**config.mk**
```make
export PLATFORM = sky130hd
export DESIGN_NAME = mixer_gain_ramp
export DESIGN_NICKNAME = d
export VERILOG_FILES = /design/src/rtl/mixer_gain_ramp.sv
export SDC_FILE = /design/constraint.sdc
export NUM_CORES = 1
export LEC_CHECK = 0
export CAP_MARGIN = 10
export CORE_MARGIN = 1.5
export CORE_UTILIZATION = 39
export CTS_BUF_LIST = sky130_fd_sc_hd__clkbuf_8 sky130_fd_sc_hd__clkbuf_16
export DETAILED_ROUTE_END_ITERATION = 6
export GPL_ROUTABILITY_DRIVEN = 0
export MAX_ROUTING_LAYER = met4
export PLACE_DENSITY = 0.55
export REMOVE_ABC_BUFFERS = 1
export SYNTH_ARGS = -nofsm -noshare
export SYNTH_HDL_FRONTEND = slang
export SYNTH_SLANG_ARGS = --single-unit
```
**constraint.sdc**
```tcl
create_clock -name clk -period 9.7 [get_ports clk]
set_input_delay 2.91 -clock clk [delete_from_list [all_inputs] [get_ports clk]]
set_output_delay 2.91 -clock clk [all_outputs]
set_load 0.005 [all_outputs]
```
**src/rtl/mixer_gain_ramp.sv**
```systemverilog
// Walks the mixer coefficient table once per tick, stepping each shadowed coefficient
// toward its target and writing the new value out over a pipelined Wishbone master.
module mixer_gain_ramp #(
    parameter int CFGAW     = 32,
    parameter int CFGDW     = 32,
    parameter int COEFW     = 18,
    parameter int NCOEF     = 8,
    parameter int BASE_ADDR = 0
) (
    input  logic                       clk,
    input  logic                       rst_n,
    input  logic signed [COEFW-1:0]    s_tdata,
    input  logic [$clog2(NCOEF)-1:0]   s_tid,
    input  logic                       s_tvalid,
    output logic                       s_tready,
    input  logic [COEFW-2:0]           step,
    input  logic                       tick,
    output logic                       cyc_o,
    output logic                       stb_o,
    output logic                       we_o,
    output logic [CFGAW-1:0]           addr_o,
    output logic [CFGDW-1:0]           data_o,
    input  logic                       stall_i,
    input  logic                       ack_i,
    output logic                       busy,
    output logic                       done
);

    localparam int IDW = $clog2(NCOEF);
    localparam logic [IDW:0]   ID_LIM = (IDW+1)'(NCOEF);
    localparam logic [IDW-1:0] LAST   = IDW'(NCOEF - 1);

    typedef enum logic [1:0] {IDLE, SCAN, WRITE, WAIT_ACK} state_t;

    state_t                  state;
    logic [IDW-1:0]          idx;
    logic                    pending;
    logic signed [COEFW-1:0] target  [NCOEF];
    logic signed [COEFW-1:0] current [NCOEF];
    logic signed [COEFW-1:0] nxt_val;
    logic signed [COEFW-1:0] scan_next;

    // One ramp step from cur toward tgt; the extra bit keeps target-current exact.
    function automatic logic signed [COEFW-1:0] ramp_next(
        input logic signed [COEFW-1:0] tgt,
        input logic signed [COEFW-1:0] cur,
        input logic [COEFW-2:0]        stp
    );
        logic signed [COEFW:0] diff;
        logic [COEFW:0]        mag;
        logic [COEFW:0]        stp_x;
        logic signed [COEFW:0] moved;
        diff  = {tgt[COEFW-1], tgt} - {cur[COEFW-1], cur};
        mag   = diff[COEFW] ? (~diff + 1'b1) : diff;
        stp_x = {2'b00, stp};
        if (stp == '0 || mag <= stp_x) begin
            return tgt;
        end
        moved = diff[COEFW] ? ({cur[COEFW-1], cur} - $signed(stp_x))
                            : ({cur[COEFW-1], cur} + $signed(stp_x));
        return moved[COEFW-1:0];
    endfunction

    assign scan_next = ramp_next(target[idx], current[idx], step);
    assign busy      = (state != IDLE);

    always_ff @(posedge clk) begin
        if (!rst_n) begin
            state    <= IDLE;
            idx      <= '0;
            pending  <= 1'b0;
            cyc_o    <= 1'b0;
            stb_o    <= 1'b0;
            we_o     <= 1'b0;
            addr_o   <= '0;
            data_o   <= '0;
            done     <= 1'b0;
            s_tready <= 1'b0;
            nxt_val  <= '0;
            for (int i = 0; i < NCOEF; i++) begin
                target[i]  <= '0;
                current[i] <= '0;
            end
        end else begin
            s_tready <= 1'b1;
            done     <= 1'b0;
            if (s_tvalid && s_tready && ({1'b0, s_tid} < ID_LIM)) begin
                target[s_tid] <= s_tdata;
            end
            // Ticks arriving mid-pass collapse into a single follow-up pass.
            if (tick && state != IDLE) begin
                pending <= 1'b1;
            end
            case (state)
                IDLE: begin
                    if (tick || pending) begin
                        state   <= SCAN;
                        idx     <= '0;
                        pending <= 1'b0;
                    end
                end
                SCAN: begin
                    if (target[idx] == current[idx]) begin
                        if (idx == LAST) begin
                            state <= IDLE;
                            done  <= 1'b1;
                        end else begin
                            idx <= idx + 1'b1;
                        end
                    end else begin
                        nxt_val <= scan_next;
                        addr_o  <= CFGAW'(BASE_ADDR) + CFGAW'(idx);
                        data_o  <= {{(CFGDW-COEFW){scan_next[COEFW-1]}}, scan_next};
                        cyc_o   <= 1'b1;
                        stb_o   <= 1'b1;
                        we_o    <= 1'b1;
                        state   <= WRITE;
                    end
                end
                WRITE: begin
                    if (!stall_i) begin
                        stb_o <= 1'b0;
                        we_o  <= 1'b0;
                        state <= WAIT_ACK;
                    end
                end
                WAIT_ACK: begin
                    if (ack_i) begin
                        cyc_o        <= 1'b0;
                        current[idx] <= nxt_val;
                        if (idx == LAST) begin
                            state <= IDLE;
                            done  <= 1'b1;
                        end else begin
                            idx   <= idx + 1'b1;
                            state <= SCAN;
                        end
                    end
                end
                default: state <= IDLE;
            endcase
        end
    end

endmodule

```
# Word level (Yosys, flattened, before mapping)
# Memory sizes are Yosys's and may differ from the RTL's. A register that Yosys moved wholly into a read port is not among the register bits.
# Index checks and enable logic that the tools add are counted.
# W data, S select, Z words.
# word_totals
regBits	49
ram_bits	288
out_inout_bits	70
wordCells	96
n_memories	2
# classes
add_sub_neg	5
order_cmp	1
n_eq_ne	11
mux	48
n_bitwise	2
reduce_logical	17
# memory_table
memory	words	word_bits	read_ports	rd_ports_with_merged_regs	wr	line_no	rtl
current	8	18	1	1	8	39	logic signed [COEFW-1:0] current [NCOEF];
target	8	18	1	1	8	38	logic signed [COEFW-1:0] target [NCOEF];
# op_table
op	n
$mux W18	5
$reduce_or A18 Y1	2
$mux W3	10
$mux W1	22
$add A19 B1 Y19 const B	1
$le A19 B17 Y1	1
$mux W19	1
$not A19 Y19	1
$sub A18 B18 Y19	1
$add A18 B18 Y18	1
$eq A18 B18 Y1	1
$sub A18 B18 Y18	1
$logic_not A17 Y1	1
$mux W2	5
$ne A2 B2 Y1 const B	5
$pmux W3 S3	1
$pmux W2 S4	1
$reduce_and A4 Y1	2
$pmux W1 S2	3
$reduce_and A3 Y1	2
$reduce_bool A2 Y1	3
$eq A2 B2 Y1 const B	2
$add A3 B1 Y3 const B	1
$eq A3 B3 Y1 const B	1
8 further kinds	10

# Depth between registers and ports, before layout
# Gate-level depths: netlist of the first run.
# depth
depth_word	8
mapped_depth	31
depth_no_buf	24

# Least setup slack after synthesis of the first run
# OpenSTA, ideal clock, no wires.
# synth_timing
path_type	reg-to-reg
startpoint	reg (tool-made name)
endpoint	reg nxt_val[13]
setup_time_ps	122
arrival_time_ps	7192
required_ps	9578
slack_ps	2386
path_stages_with_launch	29
synth_period_minus_slack_ps	7314
path_cell_list	dfxtp_1 -> buf_2 -> buf_2 -> clkbuf_1 -> buf_1 -> mux4_2 -> mux2i_1 -> ha_1 -> nor2b_4 -> o31a_4 -> a211oi_4 -> o21ai_0 -> a211oi_1 -> or2_2 -> buf_2 -> clkbuf_1 -> o21ai_0 -> xnor2_1 -> ha_1 -> a21o_1 -> a21oi_1 -> nor2b_1 -> a2111oi_0 -> o211ai_1 -> o21ai_0 -> nand3_1 -> mux2i_1 -> nor2_1 -> a221o_1
# synth_rtl
element	line_no	rtl
end signal: assignment	111	nxt_val <= scan_next;
end: declaration	40	logic signed [COEFW-1:0] nxt_val;

==> results of run 1 <==
## power groups by stage
stage	clock [uW]	combinational (uW)	sequential, uW
after detailed placement	0	1840	1770
final	1360	1870	1730
after floorplan	0	1250	1730
after global placement	0	1850	1760
after global routing	1430	2050	1760
after CTS	1380	1850	1740
## worst paths after layout
path	startpoint	endpoint	slack (ns)	depth (start not counted)
setup / recovery	flip-flop	nxt_val[15]	2.40	24
hold / removal	addr_o[0]	addr_o[0]	0.46	2
setup reg to reg	flip-flop	nxt_val[15]	2.40	24
hold reg to reg	addr_o[0]	addr_o[0]	0.46	2
## layout by cell type (no fill, tap or decap), types with 8 or more instances in the layout
cell / netlist / final
sky130_fd_sc_hd__conb_1: 1 / 29
sky130_fd_sc_hd__dfxtp_1: 34 / 31
sky130_fd_sc_hd__nand2_1: 49 / 49
sky130_fd_sc_hd__nor3_1: 20 / 16
sky130_fd_sc_hd__a21o_1: 10 / 10
sky130_fd_sc_hd__buf_4: 46 / 29
sky130_fd_sc_hd__a21oi_1: 49 / 49
sky130_fd_sc_hd__nand3_1: 28 / 28
sky130_fd_sc_hd__a31oi_1: 17 / 17
sky130_fd_sc_hd__nand2b_1: 16 / 16
sky130_fd_sc_hd__inv_1: 53 / 64
sky130_fd_sc_hd__or3_1: 8 / 8
sky130_fd_sc_hd__edfxtp_1: 288 / 288
sky130_fd_sc_hd__nor2b_1: 8 / 8
sky130_fd_sc_hd__o211ai_1: 12 / 12
sky130_fd_sc_hd__ha_1: 60 / 60
sky130_fd_sc_hd__o21ai_0: 62 / 50
sky130_fd_sc_hd__nor2_2: 0 / 12
sky130_fd_sc_hd__clkdlybuf4s50_1: 0 / 83
sky130_fd_sc_hd__nand4_1: 10 / 10
sky130_fd_sc_hd__mux2_2: 17 / 17
sky130_fd_sc_hd__nor2_1: 59 / 47
sky130_fd_sc_hd__mux2i_1: 21 / 21
sky130_fd_sc_hd__o21a_1: 10 / 10
sky130_fd_sc_hd__mux4_2: 72 / 72
sky130_fd_sc_hd__clkbuf_16: 0 / 39
sky130_fd_sc_hd__xnor2_1: 52 / 52
sky130_fd_sc_hd__o31ai_1: 8 / 8
sky130_fd_sc_hd__o21ai_2: 0 / 12
sky130_fd_sc_hd__and2_1: 291 / 291
sky130_fd_sc_hd__a211oi_1: 11 / 11
## registers in the layout (all words and copies together), names as in the netlist, named ones only
name,count
nxt_val,18
idx,3
target,144
current,144
s_tready,1
cyc_o,1
done,1
state,1
pending,1
addr_o,3
we_o,1
## metal layers
metal,wire length [um],vias up,track usage [%]
met5,0,-,-
met1,23400,5803,32.1
met4,807,0,4.68
met3,2460,48,2.81
met2,21000,356,30.9
li1,-,5354,-
## kinds of logic (layout without fill, tap and decap cells)
logic type	Yosys count	after routing
AOI/OAI and AO/OA	208	208
xor gates and xnor gates	57	57
adders and majority gates	62	62
buffers and inverters	160	237
DFF	322	322
muxes	111	111
other	1	30
and+or+nand+nor	516	516
## area by class of cell
class                   instances  area share [%]
diodes                          1          0.0123
clock buffers                  43            5.06
clock inverters                27           0.805
inverters                      53           0.977
multi-input cells             983            38.4
flip-flops and latches        322            45.8
well taps                     592            3.64
repair buffers                114            5.27
## worst reg2reg max path, stage by stage (launching register included)
cell and delay [ns]:
sky130_fd_sc_hd__dfxtp_4 0.79, sky130_fd_sc_hd__buf_12 0.37, sky130_fd_sc_hd__mux4_2 0.60, sky130_fd_sc_hd__mux2_2 0.32, sky130_fd_sc_hd__ha_1 0.41, sky130_fd_sc_hd__a211oi_1 0.28, sky130_fd_sc_hd__nor2_1 0.15, sky130_fd_sc_hd__a211oi_4 0.31
sky130_fd_sc_hd__o21ai_0 0.25, sky130_fd_sc_hd__a211oi_1 0.38, sky130_fd_sc_hd__or2_2 0.42, sky130_fd_sc_hd__o21ai_0 0.19, sky130_fd_sc_hd__xnor2_1 0.16, sky130_fd_sc_hd__ha_1 0.30, sky130_fd_sc_hd__a21o_1 0.16, sky130_fd_sc_hd__a21oi_1 0.14
sky130_fd_sc_hd__nor2b_1 0.06, sky130_fd_sc_hd__a2111oi_0 0.35, sky130_fd_sc_hd__o211ai_1 0.13, sky130_fd_sc_hd__o21ai_0 0.38, sky130_fd_sc_hd__nand3_1 0.17, sky130_fd_sc_hd__mux2i_1 0.16, sky130_fd_sc_hd__buf_4 0.26, sky130_fd_sc_hd__nor2_1 0.12
sky130_fd_sc_hd__a221o_1 0.35
## stage by stage
stage               hold slack, ns  cell area [um2]  std cells
detailed placement           0.454            19200       2064
global route                 0.509            20400       2134
CTS                          0.469            20400       2134
floorplan                    0.453            17200       1358
global placement             0.453            19200       2064
finish                       0.462            20400       2135
==> implementation parameters, run 1 <==
Parameter                              Value

Run status
  Status ... finished clean

Die
  Effective utilization at floorplan ... between 30% and 40%
  Rows ... 77
  Core area ... 44500 um2
  Number of top-level pins ... around 110
  Die Ht ... 216 um
  Die extent in x ... 216 um
  Die area ... roughly 47000 um2

Critical path
  Critical Path Source Type ... flip-flop
  Worst Setup End Kind ... flip-flop
  Required time of the critical path ... 10.12 ns
  Cell chain of the critical path ... buf_12 > mux4_2 > mux2_2 > ha_1 > a211oi_1 > nor2_1 > a211oi_4 > o21ai_0 > a211oi_1 > or2_2 > o21ai_0 > xnor2_1 > ha_1 > a21o_1 > a21oi_1 > nor2b_1 > a2111oi_0 > o211ai_1 > o21ai_0 > nand3_1 > mux2i_1 > buf_4 > nor2_1 > a221o_1
  Buffers & Inverters on Critical Path ... 2
  Crit-path max FO ... 38
  CP delay by family, top ... compound AO/OA/AOI/OAI gates
  Cell occurring most often along the worst timing path ... sky130_fd_sc_hd__o21ai_0
  Crit Path Class ... flip-flop to flip-flop
  Cell with the largest stage delay on the worst path ... sky130_fd_sc_hd__dfxtp_4
  Data arrival time of the critical path ... around 7.7 ns
  Maximum single-stage delay on the critical path ... 0.79 ns

Yosys
  Sequential share of the synthesized area ... a little over half
  Synth cell types ... 68
  Top cell types by occurrence after synthesis ... sky130_fd_sc_hd__and2_1 (291), sky130_fd_sc_hd__edfxtp_1 (288), sky130_fd_sc_hd__mux4_2 (72)
  Portion of synthesized cell area occupied by the leading cell type ... between 40% and 50%
  Fraction of the mapped netlist area in adder cells ... 4.46%
  Main combinational cell family by area after synthesis ... simple AND/OR/NAND/NOR gates
  Cell accounting for the most synthesized area ... sky130_fd_sc_hd__edfxtp_1
  Cells taking the most area after synthesis ... sky130_fd_sc_hd__edfxtp_1 (49%), sky130_fd_sc_hd__and2_1 (10%), sky130_fd_sc_hd__mux4_2 (9.1%)
  Fraction of registers with async set/reset ... 0%
  Parity-gate share of the synthesized area counting xor and xnor cells ... under 10%
  Area fraction in compound gates after synthesis ... 7.56%
  Post-synth top flop ... sky130_fd_sc_hd__edfxtp_1
  Syn Inst Count ... between 1000 and 1500
  Number of synthesized flops with an enable pin ... 288
  Flops & latches, synth ... 322
  Yosys warns ... 0
  Syn Area/Cell ... ~12 um2
  Most frequent cell after synthesis ... sky130_fd_sc_hd__and2_1
  Area share of and/or/nand/nor cells after synthesis ... 16.6%
  Cell area after technology mapping ... 17700 um2
  Multiplexer share of the synthesized area ... 11.5%

Global route
  Vias in the first global route ... 11500
  Combined global-route utilization of all metal layers ... 21.4%
  Pin count of the biggest net entering global routing ... 42
  Wire length of the first global-routing pass ... 72600 um
  Initial antenna violation count ... 0
  Residual overflow from global routing ... 0

Cells and area
  Layout fillers ... 4028
  Fraction of final layout cells sized beyond drive strength 1 ... 14.2%
  Sequential Area ... 9340 um2
  Area delta synth->final ... 14.8%
  Area of the multi-input gates ... 7820 um2
  Net count of the finished layout ... 1618
  Share of the core filled with cells in the final layout ... 45.8%

Timing
  Max-slew violations ... 0
  Smallest setup slack after layout ... approximately 2.4 ns
  Crit path time final ... 7.30 ns
  Slew @ Worst Pin ... 1.10 ns
  Total of endpoints with negative setup slack in the final report ... 0
  Max-slew headroom at the worst pin ... a little over a quarter
  Hold violation total from the final report ... 0
  Fmax ... 137 MHz
  Final TNS setup ... 0 ns
  Worst clock skew ... 0.0169 ns
  Tcrit/Tclk final ... 75.2%
  RSZ-0062 raised after global routing ... no

Clock tree
  Later-pin clock latency in the skew report ... 0.54 ns
  Number of buffers inserted for hold repair after clock tree synthesis ... 0
  Setup Fix Bufs, Post-CTS ... 0
  CTS Sinks ... 322
  Number of H-tree levels ... 2
  Longest Clk Path Bufs ... 3
  Clock Root Buffer ... sky130_fd_sc_hd__clkbuf_16
  Clock-pin slew of the registers on the worst-case setup and hold paths ... 0.06 ns
  TritonCTS clock tree ... built
  Number of cells upsized or downsized after cts ... 0
  Number of CTS-inserted buffers ... 38

Routing
  Initial DRC count ... 983
  Post-Route WL ... 47700 um
  Detailed-router iteration count before antenna repair ... 5
  Vias ... 11600
  Antenna Violating Nets Remaining ... 0
  DRC viols ... 0
  Vias per inst ... 5.41
  Average detailed-routed wire length per instance ... 22.4 um

Place
  Post-placement setup slack ... around 2.4 ns
  Number of I/O port buffers ... 84
  HPWL after DPL ... roughly 32000 um

Power
  Reported leakage power ... 0.00760 uW
  Switching power share of the total ... 35.2%
  Register share of total power ... a little over a third
  Final total power ... 4960 uW
  Cell-internal power ... about 3200 uW
  Relative contribution of the clock network to total power ... 27.4%
  Largest vdd supply drop ... 0.101 mV
  Pwr per Cell Area ... between 200 and 250 nW/um2
  Combinational Power Share ... 37.7%
  Net switching power figure ... 1740 uW

Job
  Max-capacitance violation count ... 0

Worst hold path
  Hold crit path type ... flip-flop to flip-flop
(Power assumes the default switching activity.)
==> run 2, diff against run 1 <==
Settings changed: PLACE_DENSITY 0.55 to 0.58.
Clock period 9.7 ns to 6.65 ns, I/O delays scaled along.
==> implementation parameters, run 2 (synthesized netlist as in run 1, its figures left out) <==
Parameter                              Value

Run status
  Status ... finished clean

Cells and area
  Net count of the finished layout ... 1645
  Fraction of final layout cells sized beyond drive strength 1 ... between 10% and 20%
  Layout fillers ... 4022
  Fin area ... 20600 um2
  Non-filler instance count after layout ... 2157
  Sequential Area ... ~9300 um2
  Area delta synth->final ... 16.2%
  Commonest non-fill, non-tap cell in the layout ... sky130_fd_sc_hd__and2_1
  Most used cells in the layout excluding fill and tap cells ... sky130_fd_sc_hd__and2_1 (291), sky130_fd_sc_hd__edfxtp_1 (288), sky130_fd_sc_hd__clkdlybuf4s50_1 (83)
  Area of the multi-input gates ... 7860 um2
  Biggest regs ... current: 144 flops, target: 144 flops, nxt_val: 18 flops

Die
  Core area ... between 40000 and 50000 um2
  Effective utilization at floorplan ... ~40%
  Die area ... 46800 um2
  Number of top-level pins ... 114
  Rows ... 77
  Die Ht ... 216 um
  Die extent in x ... 216 um

Clock tree
  Number of buffers inserted for hold repair after clock tree synthesis ... 0
  Clock Root Buffer ... sky130_fd_sc_hd__clkbuf_16
  TritonCTS clock tree ... built
  CTS Sinks ... 322
  Longest Clk Path Bufs ... 3
  Setup Fix Bufs, Post-CTS ... 0
  Clock-pin slew of the registers on the worst-case setup and hold paths ... 0.06 ns
  Number of CTS-inserted buffers ... 36
  Number of H-tree levels ... 2
  Later-pin clock latency in the skew report ... 0.52 ns

Power
  Final total power ... 7200 uW
  Relative contribution of the clock network to total power ... about a quarter
  Cell-internal power ... between 4000 and 5000 uW
  Net switching power figure ... between 2000 and 3000 uW
  Reported leakage power ... 0.00772 uW
  Combinational Power Share ... around two fifths
  Largest vdd supply drop ... 0.160 mV
  Register share of total power ... 34.4%
  Switching power share of the total ... 34.8%
  Pwr per Cell Area ... 349 nW/um2

Routing
  Average detailed-routed wire length per instance ... roughly 21 um
  Antenna Violating Nets Remaining ... 0
  Detailed-routed wire length on met2 ... around 22000 um
  DRC viols ... 0
  Initial DRC count ... between 700 and 800
  Vias ... between 10000 and 15000
  Post-Route WL ... approximately 46000 um
  Total met3 wirelength after detailed routing ... 2390 um
  Highest Signal Layer ... met4
  Metal1 wirelength ... 20000 um
  Detailed-router iteration count before antenna repair ... 5
  Vias per inst ... 5.35

Timing
  Total of endpoints with negative setup slack in the final report ... 0
  Slew @ Worst Pin ... 1.19 ns
  Crit path time final ... 6.39 ns
  Hold slack ... 0.456 ns
  Max-slew violations ... 0
  Final TNS setup ... 0 ns
  Tcrit/Tclk final ... 96.1%
  Worst clock skew ... 0.0216 ns
  Max-slew headroom at the worst pin ... 21.0%
  Hold violation total from the final report ... 0
  Fmax ... 156 MHz

Critical path
  Cell with the largest stage delay on the worst path ... sky130_fd_sc_hd__or4_2
  CP delay by family, top ... simple AND/OR/NAND/NOR gates
  Depth of the worst register-to-register path ... 22
  Stages on worst setup path ... 22
  Critical Path Source Type ... flip-flop
  Data arrival time of the critical path ... 6.82 ns
  Required time of the critical path ... 7.08 ns
  Crit-path max FO ... 14
  Maximum single-stage delay on the critical path ... 0.70 ns
  Worst Setup End Kind ... flip-flop
  Crit Path Class ... flip-flop to flip-flop
  Cell chain of the critical path ... buf_6 > mux4_2 > mux2_2 > ha_1 > nor2b_4 > o31a_4 > nor3_1 > mux2i_1 > a2bb2oi_1 > or4_2 > o21ai_0 > xnor2_1 > ha_1 > nand4_1 > nor4_1 > a41oi_1 > o21ai_1 > nand3_1 > mux2i_1 > buf_4 > o21ai_0 > a31oi_1
  Reg-to-reg slack, setup ... 0.26 ns
  Buffers & Inverters on Critical Path ... 2

Place
  Number of I/O port buffers ... 84
  HPWL after DPL ... approximately 32000 um
  Area after DPL ... roughly 19000 um2
  Instance count after placement with tap cells included ... approximately 2100

Global route
  Vias in the first global route ... 11600
  Combined global-route utilization of all metal layers ... 20.4%
  Pin count of the biggest net entering global routing ... 28
  Initial antenna violation count ... 1
  Residual overflow from global routing ... 0
  Wire length of the first global-routing pass ... 69800 um

Worst hold path
  Hold crit path type ... flip-flop to flip-flop
  Worst hold start ... addr_o[2]
  Hold Path Stages ... 2

Job
  Max-capacitance violation count ... 0
-- run 2: cell types whose count changed in the layout (fill, tap and decap cells not counted), moves of 3 or more --
cell / previous run / this run
sky130_fd_sc_hd__mux2i_1: 21 / 18
sky130_fd_sc_hd__mux2i_2: 0 / 3
sky130_fd_sc_hd__buf_12: 1 / 7
sky130_fd_sc_hd__buf_4: 29 / 50
sky130_fd_sc_hd__o21ai_1: 1 / 4
sky130_fd_sc_hd__o21ai_0: 50 / 46
-- run 2: layout make-up --
class | instances | share of cell area [%]
Inverter | 53 | 0.965
Sequential cell | 322 | 45.3
Timing Repair Buffer | 143 | 6.67
Tap cell | 592 | 3.59
Antenna cell | 1 | 0.0121
Clock buffer | 40 | 4.69
Multi-Input combinational cell | 983 | 38.1
Clock inverter | 23 | 0.637
-- run 2: worst register-to-register path: cells and delay by family, from the launching register on --
kind                     cells  cell delay (ns)
flip-flops                   1             0.38
buffers and inverters        2             0.49
multiplexers                 4             1.35
XOR/XNOR                     1             0.10
adder cells (fa/ha/maj)      2             0.68
AO/OA/AOI/OAI                7             1.56
AND/OR/NAND/NOR              6             1.73
-- run 2: stage by stage --
step | setup slack (ns) | utilization, %
6_report | 0.258 | 46.3
5_1_grt | -0.0210 | 46.3
4_1_cts | 0.0963 | 46.2
3_5_place_dp | -0.0499 | 43.7
3_3_place_gp | -0.0821 | 43.7
2_1_floorplan | -2.14 | -
-- run 2: routing by layer --
| metal | GRT usage, % | vias up |
|---|---|---|
| met4 | 6.78 | 0 |
| met1 | 26.9 | 5688 |
| met5 | - | - |
| li1 | - | 5423 |
| met3 | 2.62 | 79 |
| met2 | 32.9 | 358 |
-- run 2: worst paths after layout --
| check | to |
|---|---|
| min | addr_o[2] |
| min reg2reg | addr_o[2] |
| max | nxt_val[4] |
| max reg2reg | nxt_val[4] |
-- run 2: timing repair --
item                                   4_1_cts  5_1_grt
pin swaps                                    0        1
gates resized for setup                      2       15
endpoints found under the hold margin        0        0
setup endpoints to repair                    5       18
-- run 2: power by group through the flow --
stage | clock, uW | sequential [uW] | combinational (uW)
after global routing | 1970 | 2500 | 3120
after CTS | 1900 | 2480 | 2820
final | 1860 | 2480 | 2860
after global placement | 0 | 2520 | 2780
after detailed placement | 0 | 2520 | 2800
after floorplan | 0 | 2530 | 1830
==> run 3, diff against run 2 <==
Settings changed: CTS_CLUSTER_SIZE set to 20, SLEW_MARGIN set to 20.
==> implementation parameters, run 3 (synthesized netlist as in run 1, its figures left out) <==
Parameter                              Value

Place
  Number of I/O port buffers ... between 80 and 90
  HPWL after DPL ... 32100 um
  Post-placement setup slack ... -0.0499 ns

Routing
  DRC viols ... 0
  Average detailed-routed wire length per instance ... 21.3 um
  Antenna Violating Nets Remaining ... 0
  Post-Route WL ... between 40000 and 50000 um
  Initial DRC count ... 788
  Vias per inst ... 5.35
  Detailed-router iteration count before antenna repair ... 5
  Vias ... 11500

Cells and area
  Layout fillers ... 4023
  Fraction of final layout cells sized beyond drive strength 1 ... between 10% and 20%
  Area delta synth->final ... 16.2%
  Most used cells in the layout excluding fill and tap cells ... sky130_fd_sc_hd__and2_1 (291), sky130_fd_sc_hd__edfxtp_1 (288), sky130_fd_sc_hd__clkdlybuf4s50_1 (83)
  Biggest regs ... current: 144 flops, target: 144 flops, nxt_val: 18 flops
  Net count of the finished layout ... about 1600
  Commonest non-fill, non-tap cell in the layout ... sky130_fd_sc_hd__and2_1

Clock tree
  Setup Fix Bufs, Post-CTS ... 0
  Longest Clk Path Bufs ... 3
  Clock Root Buffer ... sky130_fd_sc_hd__clkbuf_16
  CTS Sinks ... 322
  Number of H-tree levels ... 2
  Clock-pin slew of the registers on the worst-case setup and hold paths ... 0.06 ns
  TritonCTS clock tree ... built
  Number of buffers inserted for hold repair after clock tree synthesis ... 0
  Number of CTS-inserted buffers ... 36
  Later-pin clock latency in the skew report ... 0.53 ns

Die
  Effective utilization at floorplan ... 39.8%
  Die Ht ... roughly 220 um
  Rows ... 77
  Die extent in x ... 216 um
  Core area ... 44500 um2
  Number of top-level pins ... 114
  Die area ... 46800 um2

Critical path
  Critical Path Source Type ... flip-flop
  Required time of the critical path ... around 7 ns
  Crit Path Class ... flip-flop to flip-flop
  Data arrival time of the critical path ... between 6 and 7 ns
  Crit-path max FO ... 14
  Worst Setup End Kind ... flip-flop
  Depth of the worst register-to-register path ... 22

Run status
  Status ... finished clean

Timing
  Hold slack ... 0.456 ns
  Worst clock skew ... approximately 0.023 ns
  Total of endpoints with negative setup slack in the final report ... 0
  Slew @ Worst Pin ... 1.07 ns
  Max-slew headroom at the worst pin ... 28.4%
  Smallest setup slack after layout ... about 0.29 ns
  Max-slew violations ... 0
  Fmax ... 157 MHz
  Hold violation total from the final report ... 0
  Tcrit/Tclk final ... 95.7%
  Crit path time final ... 6.36 ns

Global route
  Wire length of the first global-routing pass ... 69800 um
  Residual overflow from global routing ... 0
  Combined global-route utilization of all metal layers ... between 20% and 30%
  Vias in the first global route ... between 10000 and 15000
  Initial antenna violation count ... 1
  Pin count of the biggest net entering global routing ... 28

Worst hold path
  Hold Path Stages ... 2
  Worst hold start ... addr_o[2]
  Hold crit path type ... flip-flop to flip-flop

Power
  Reported leakage power ... 0.00772 uW
  Largest vdd supply drop ... 0.160 mV
  Pwr per Cell Area ... about 350 nW/um2

Job
  Max-capacitance violation count ... 0
==> run 3: cell counts in the layout (fill, tap and decap cells not counted) <==
Identical to the previous run, type by type.
==> run 3: worst max-delay path, stage by stage (launching register included) <==
cell and delay, ns:
sky130_fd_sc_hd__dfxtp_4 0.38, sky130_fd_sc_hd__buf_6 0.22, sky130_fd_sc_hd__mux4_2 0.54, sky130_fd_sc_hd__mux2_2 0.32, sky130_fd_sc_hd__ha_1 0.38, sky130_fd_sc_hd__nor2b_4 0.16
sky130_fd_sc_hd__o31a_4 0.32, sky130_fd_sc_hd__nor3_1 0.27, sky130_fd_sc_hd__mux2i_1 0.27, sky130_fd_sc_hd__a2bb2oi_1 0.17, sky130_fd_sc_hd__or4_2 0.70, sky130_fd_sc_hd__o21ai_0 0.21
sky130_fd_sc_hd__xnor2_1 0.10, sky130_fd_sc_hd__ha_1 0.30, sky130_fd_sc_hd__nand4_1 0.13, sky130_fd_sc_hd__nor4_1 0.31, sky130_fd_sc_hd__a41oi_1 0.19, sky130_fd_sc_hd__o21ai_1 0.20
sky130_fd_sc_hd__nand3_1 0.14, sky130_fd_sc_hd__mux2i_1 0.22, sky130_fd_sc_hd__buf_4 0.27, sky130_fd_sc_hd__o21ai_0 0.24, sky130_fd_sc_hd__a31oi_1 0.22
==> run 3: power breakdown <==
group	internal, uW	total, uW	switching (uW)	leakage (uW)
combinational	1290	2850	1560	0.00384
sequential	2320	2480	158	0.00332
clock	1080	1870	786	0.000572
==> run 3: path summary, 6_finish.rpt <==
| kind | end | slack (ns) |
|---|---|---|
| setup / recovery | nxt_val[4] | 0.29 |
| hold / removal | addr_o[2] | 0.46 |
| setup reg to reg | nxt_val[4] | 0.29 |
| hold reg to reg | addr_o[2] | 0.46 |
==> run 3: through the flow <==
stage	util, %	setup TNS (ns)	area (um2)	cells	power (uW)
final	46.3	0	20600	2157	7190
after detailed placement	43.7	-0.0499	19500	2093	5320
after floorplan	-	-35.08	17200	1358	4350
after global placement	43.7	-0.115	19500	2093	5300
after CTS	46.2	0	20600	2156	7200
after global routing	46.3	-0.0210	20600	2157	7590
==> run 3: final cells by class <==
class	count	area, um2	share of cell area [%]
Sequential cell	322	9340	45.3
Multi-Input combinational cell	983	7860	38.1
Timing Repair Buffer	143	1370	6.67
Clock buffer	40	967	4.69
Tap cell	592	741	3.59
Inverter	53	199	0.965
Clock inverter	23	131	0.637
Antenna cell	1	2.50	0.0121
==> run 3: timing repair <==
| item | CTS | global route |
|---|---|---|
| pin swaps | 0 | 1 |
| gates resized for setup | 2 | 15 |
| endpoints found under the setup margin | 5 | 18 |
| gates cloned | 0 | 0 |
==> run 3: metal layers <==
metal / vias up / track usage [%] / part of all wire (%)
met1: 5701 / 26.9 / 44
met2: 327 / 32.9 / 48
met4: 0 / 6.78 / 3.1
met5: - / - / 0
li1: 5423 / - / -
met3: 81 / 2.62 / 4.9
